[src/rtl/vco_ctrl_pkg.sv]
// Shared types and default widths for the VCO phase-count decimation controller.
package vco_ctrl_pkg;

    localparam int unsigned DEF_N_BITS   = 5;
    localparam int unsigned DEF_ACC_BITS = 16;
    localparam int unsigned DEF_WIN_BITS = 8;

    typedef enum logic [1:0] {
        StIdle  = 2'd0,
        StPrime = 2'd1,
        StAccum = 2'd2
    } state_e;

endpackage

[src/rtl/vco_phase_diff.sv]
// Holds the previous phase sample and produces the unsigned modulo-2^N_BITS phase step.
module vco_phase_diff
    import vco_ctrl_pkg::*;
#(
    parameter int unsigned N_BITS = DEF_N_BITS
) (
    input  logic              clk,
    input  logic              reset,
    input  logic [N_BITS-1:0] sample,
    input  logic              load,
    input  logic              enable,
    output logic [N_BITS-1:0] delta
);

    logic [N_BITS-1:0] prev_q;

    always_ff @(posedge clk or negedge reset) begin
        if (!reset) begin
            prev_q <= '0;
        end else if (load || enable) begin
            prev_q <= sample;
        end
    end

    // Natural N_BITS wrap gives the counter-rollover-safe difference.
    assign delta = sample - prev_q;

endmodule

[src/rtl/vco_decim_ctrl.sv]
// Windowed accumulation of VCO phase steps with a valid/ready result port and sticky overrun.
// Define VCO_DECIM_SAT_EN to saturate the accumulator instead of wrapping.
module vco_decim_ctrl
    import vco_ctrl_pkg::*;
#(
    parameter int unsigned N_BITS   = DEF_N_BITS,
    parameter int unsigned ACC_BITS = DEF_ACC_BITS,
    parameter int unsigned WIN_BITS = DEF_WIN_BITS
) (
    input  logic                clk,
    input  logic                reset,
    input  logic [N_BITS-1:0]   sampled_binary,
    input  logic                run,
    input  logic [WIN_BITS-1:0] window_len,
    output logic [ACC_BITS-1:0] out_data,
    output logic                out_valid,
    input  logic                out_ready,
    output logic                busy,
    output logic                overrun,
    input  logic                clear_overrun
);

    state_e              state_q, state_d;
    logic [WIN_BITS-1:0] len_q, len_d;
    logic [WIN_BITS-1:0] cnt_q, cnt_d;
    logic [ACC_BITS-1:0] acc_q, acc_d;
    logic [ACC_BITS-1:0] data_q, data_d;
    logic                valid_q, valid_d;
    logic                ovr_q, ovr_d;

    logic                prime;
    logic                accum_en;
    logic                last;
    logic                drop;
    logic [N_BITS-1:0]   delta;
    logic [ACC_BITS-1:0] sum;

    assign prime    = (state_q == StPrime);
    assign accum_en = (state_q == StAccum);
    // A latched length of 0 wraps to all-ones here, i.e. a 2^WIN_BITS window.
    assign last     = accum_en && (cnt_q == (len_q - WIN_BITS'(1)));
    assign drop     = last && valid_q && !out_ready;

    vco_phase_diff #(
        .N_BITS (N_BITS)
    ) u_phase_diff (
        .clk    (clk),
        .reset  (reset),
        .sample (sampled_binary),
        .load   (prime),
        .enable (accum_en),
        .delta  (delta)
    );

`ifdef VCO_DECIM_SAT_EN
    localparam int unsigned SUM_BITS = ((ACC_BITS > N_BITS) ? ACC_BITS : N_BITS) + 1;
    logic [SUM_BITS-1:0] sum_full;

    assign sum_full = SUM_BITS'(acc_q) + SUM_BITS'(delta);
    assign sum      = (|sum_full[SUM_BITS-1:ACC_BITS]) ? '1 : sum_full[ACC_BITS-1:0];
`else
    assign sum = acc_q + ACC_BITS'(delta);
`endif

    always_comb begin
        state_d = state_q;
        len_d   = len_q;
        cnt_d   = cnt_q;
        acc_d   = acc_q;
        data_d  = data_q;
        valid_d = valid_q;
        ovr_d   = ovr_q;

        case (state_q)
            StIdle: begin
                if (run) begin
                    len_d   = window_len;
                    state_d = StPrime;
                end
            end
            StPrime: begin
                acc_d   = '0;
                cnt_d   = '0;
                state_d = run ? StAccum : StIdle;
            end
            StAccum: begin
                if (last) begin
                    acc_d = '0;
                    cnt_d = '0;
                    len_d = window_len;
                end else begin
                    acc_d = sum;
                    cnt_d = cnt_q + WIN_BITS'(1);
                end
                if (!run) begin
                    state_d = StIdle;
                end
            end
            default: state_d = StIdle;
        endcase

        // A finishing window still delivers its result even if run drops on that cycle.
        if (last && !drop) begin
            data_d  = sum;
            valid_d = 1'b1;
        end else if (!last && valid_q && out_ready) begin
            valid_d = 1'b0;
        end

        if (drop) begin
            ovr_d = 1'b1;
        end else if (clear_overrun) begin
            ovr_d = 1'b0;
        end
    end

    always_ff @(posedge clk or negedge reset) begin
        if (!reset) begin
            state_q <= StIdle;
            len_q   <= '0;
            cnt_q   <= '0;
            acc_q   <= '0;
            data_q  <= '0;
            valid_q <= 1'b0;
            ovr_q   <= 1'b0;
        end else begin
            state_q <= state_d;
            len_q   <= len_d;
            cnt_q   <= cnt_d;
            acc_q   <= acc_d;
            data_q  <= data_d;
            valid_q <= valid_d;
            ovr_q   <= ovr_d;
        end
    end

    assign out_data  = data_q;
    assign out_valid = valid_q;
    assign overrun   = ovr_q;
    assign busy      = (state_q != StIdle);

endmodule

[config.mk]
export PLATFORM = sky130hd
export DESIGN_NAME = vco_decim_ctrl
export DESIGN_NICKNAME = d
export VERILOG_FILES = /design/src/rtl/vco_ctrl_pkg.sv /design/src/rtl/vco_phase_diff.sv /design/src/rtl/vco_decim_ctrl.sv
export SDC_FILE = /design/constraint.sdc
export NUM_CORES = 1
export LEC_CHECK = 0
export ABC_AREA = 1
export CAP_MARGIN = 40
export CORE_ASPECT_RATIO = 0.8
export CORE_UTILIZATION = 55
export CTS_BUF_LIST = sky130_fd_sc_hd__clkbuf_4
export DETAILED_ROUTE_END_ITERATION = 16
export MAX_ROUTING_LAYER = met4
export PLACE_DENSITY = 0.78
export SLEW_MARGIN = 20
export SYNTH_ARGS = -nofsm -noshare
export SYNTH_HDL_FRONTEND = slang
export SYNTH_HIERARCHICAL = 1
export SYNTH_SLANG_ARGS = --single-unit
[constraint.sdc]
create_clock -name clk -period 3.3 [get_ports clk]
set_clock_uncertainty 0.1 [all_clocks]
set_input_delay 0.33 -clock clk [delete_from_list [all_inputs] [get_ports clk]]
set_output_delay 0.33 -clock clk [all_outputs]
set_load 0.02 [all_outputs]
==> run_results.csv <==
group,metric,value,unit
pwr,power_switching,1.42,mW
place,dpl_cell_area,0.00395,mm2
synthesis,synth_mux_area_share,0,%
detailed_routing,wire_per_inst,12.8,um
clocking,cts_buffer_depth,2,
synthesis,synth-compound-area-share,8.61,%
global_route,grt_pass1_vias,2870,
synthesis,synth_xor_area_share,4.59,%
sta,hold_ws,0.275,ns
detailed_routing,drcViolationCount,0,
pwr,power_frac_seq,33.3,%
clocking,holdBufCountCts,1,
sta,worst_pin_slew,0.737,ns
pwr,power_density,754,mW/mm2
synthesis,syn_inst,474,
clocking,clock_sinks,57,
global_route,grt_use_total,26.0,%
clocking,cts_setup_buffers,0,
worst_setup_path,worstSetupEndpointType,"flop",
min_path,hold_path.class,"in -> async",
finish,synthToLayoutAreaGrowth,15.4,%
synthesis,ys_types,38,
die,io_pins,37,
run_status,run_status,"finished, final reports clean",
sta,drv_slew,0,
detailed_routing,drt_wl_total,7750,um
clocking,cts_tree,"built",
place,gp_congestion,0.936,
detailed_routing,dr.pass1.iters,7,
sta,fmax,342,MHz
detailed_routing,avgViaCountPerCell,5.26,
worst_setup_path,cp-startpoint,"sampled_binary[0]",
detailed_routing,drt_iter0_markers,189,
die,coreArea,0.00604,mm2
clocking,cts_buffers,9,
die,die_h,73.5,um
worst_setup_path,start_kind,"input pin",
synthesis,ys_seq_area_share,40.6,%
clocking,ctsResizeCount,0,
sta,relSlewSlack,50.4,%
sta,setup_violations,0,
finish,mostFrequentLayoutCells,"nand2_1 (167), dfrtp_1 (57), inv_1 (51), nand3_1 (44), clkdlybuf4s50_1 (35)",
pwr,p_leak,2.06,nW
finish,fillers,518,
detailed_routing,num_vias,3180,
die,start_util,58.2,%
sta,hold_viol,0,
sta,tns,0,ns
detailed_routing,drtAntennaViolNets,0,
pwr,finalPower,3.06,mW
synthesis,synth-simple-area-share,32.5,%
finish,diodes,0,
worst_setup_path,arrival,3.11,ns
finish,final_common_cell,"nand2_1",
synthesis,syn-num-nets,508,
place,port_buffers,36,
finish,fin_nets,552,
place,dpl.cell_count,587,
global_route,grt_max_degree,43,
synthesis,synth_top_family_by_area,"simple AND/OR/NAND/NOR gates",
worst_setup_path,critPathMaxFanout,6,
place,post-place-ws,-0.0272,ns
global_route,antenna_found_initial,0,
global_route,grt_pass1_wl,13000,um
place,dpl.hpwl,5800,um
pwr,p_int,1.64,mW
worst_setup_path,path_class,"in -> reg",
run,drv_cap,0,
clocking,cts-root-buf,"clkbuf_4",
sta,timing.final.ws_setup,0.372,ns
die,dieArea,0.00672,mm2
finish,finish.instance_area,0.00406,mm2
synthesis,synthAdderAreaFrac,6.12,%
synthesis,syn-mean-instance-area,7.42,um2
sta,rsz0062_at_grt,"no",
die,rows,25,
synthesis,syn_area,0.00352,mm2
clocking,htreeDepth,3,
clocking,clk_pin_slew_worst_paths,0.10,ns
pwr,vdd_ir_drop_max,0.000544,V
pwr,pwr-share-clk,13.0,%
worst_setup_path,rr_startpoint,"u_phase_diff/prev_q[0]",
sta,post-route-period-util,88.7,%
synthesis,synth_warnings,6,
global_route,overflow,0,
synthesis,synth-seq-cells,57,
finish,drive_gt1_share,6.69,%
die,chipWidth,91.4,um
pwr,pwr-share-comb,53.7,%
finish,instances_no_fill,604,
worst_setup_path,worst_ep_required_time,3.48,ns
finish,finish.utilization,67.2,%
pwr,p_sw_share,46.3,%
sta,min_period,2.93,ns
clocking,worstSkewPairLatency,0.41,ns
cells by family after synthesis:
kind of cell,after synthesis
xor gates and xnor gates,16
buffers and inverters,63
AOI/OAI and AO/OA,58
adders and majority gates,16
DFF,57
and+or+nand+nor,264
worst paths after layout:
| check | to | slack (ns) | cells after the start |
|---|---|---|---|
| max | acc_q[7] | 0.37 | 16 |
| min | len_q[1] | 0.28 | 2 |
| max reg2reg | acc_q[7] | 0.40 | 14 |
| min reg2reg | out_data[0] | 0.39 | 2 |
| max in group asynchronous | out_data[8] | 1.93 | 3 |
| min in group clk | len_q[2] | 0.37 | 3 |
cell usage after synthesis (all sizes together):
cell	instances	share of area, %
xnor2	5	1.5
fa	2	1.1
dfrtp	57	41
nor2	32	4.2
buf	5	1.4
clkbuf	4	0.46
inv	53	5.7
xnor3	1	0.64
nand4	5	0.89
a21oi	13	1.9
nor4	1	0.18
o21bai	2	0.43
nand3	45	6.5
nor3	4	0.57
or2	5	0.89
o22ai	1	0.18
and2	1	0.18
ha	14	5.0
o21ai	41	5.9
nand2	170	19
or3	1	0.18
xor2	10	2.5
clkinv	1	0.11
o21a	1	0.21
state kept, by name, summed over array words and instances, names as in the netlist:
register             cells
acc_q                   16
out_data                16
u_phase_diff/prev_q      5
len_q                    8
out_valid                1
cnt_q                    8
overrun                  1
state_q                  2
critical path, stage by stage:
cell and delay, ns:
clkdlybuf4s50_1 0.39, inv_1 0.07, ha_1 0.14, inv_1 0.06, fa_1 0.39, xor2_1 0.18, ha_1 0.33, nand2_1 0.07
inv_1 0.05, nor2_1 0.07, o21ai_0 0.14, nand2_1 0.08, o21ai_0 0.27, or2_2 0.39, nand2_1 0.06, o21ai_0 0.08
power by group through the flow:
| stage | sequential, mW | combinational [mW] | clock, mW |
|---|---|---|---|
| 2_1_floorplan | 1.04 | 1.18 | 0 |
| 3_3_place_gp | 1.02 | 1.59 | 0 |
| 3_5_place_dp | 1.03 | 1.64 | 0 |
| 4_1_cts | 1.02 | 1.65 | 0.413 |
| 5_1_grt | 1.04 | 1.87 | 0.441 |
| 6_report | 1.02 | 1.64 | 0.398 |
per-layer routing:
metal	global-route usage, %	up-vias	routed length (um)
met5	-	-	0
met4	7.76	0	79
met3	6.52	9	355
met2	42.1	60	3500
met1	32.7	1505	3820
li1	-	1606	-
final cells by class:
| class | count | area, um2 | share of cell area (%) |
|---|---|---|---|
| clock buffer | 10 | 75.1 | 1.85 |
| clock inverter | 6 | 25.0 | 0.617 |
| inverter | 54 | 203 | 5.00 |
| multi-input combinational | 354 | 1820 | 44.9 |
| sequential | 57 | 1430 | 35.2 |
| tap | 81 | 101 | 2.50 |
| timing repair buffer | 42 | 403 | 9.93 |
Note: power is estimated with default switching activity, not from simulation.
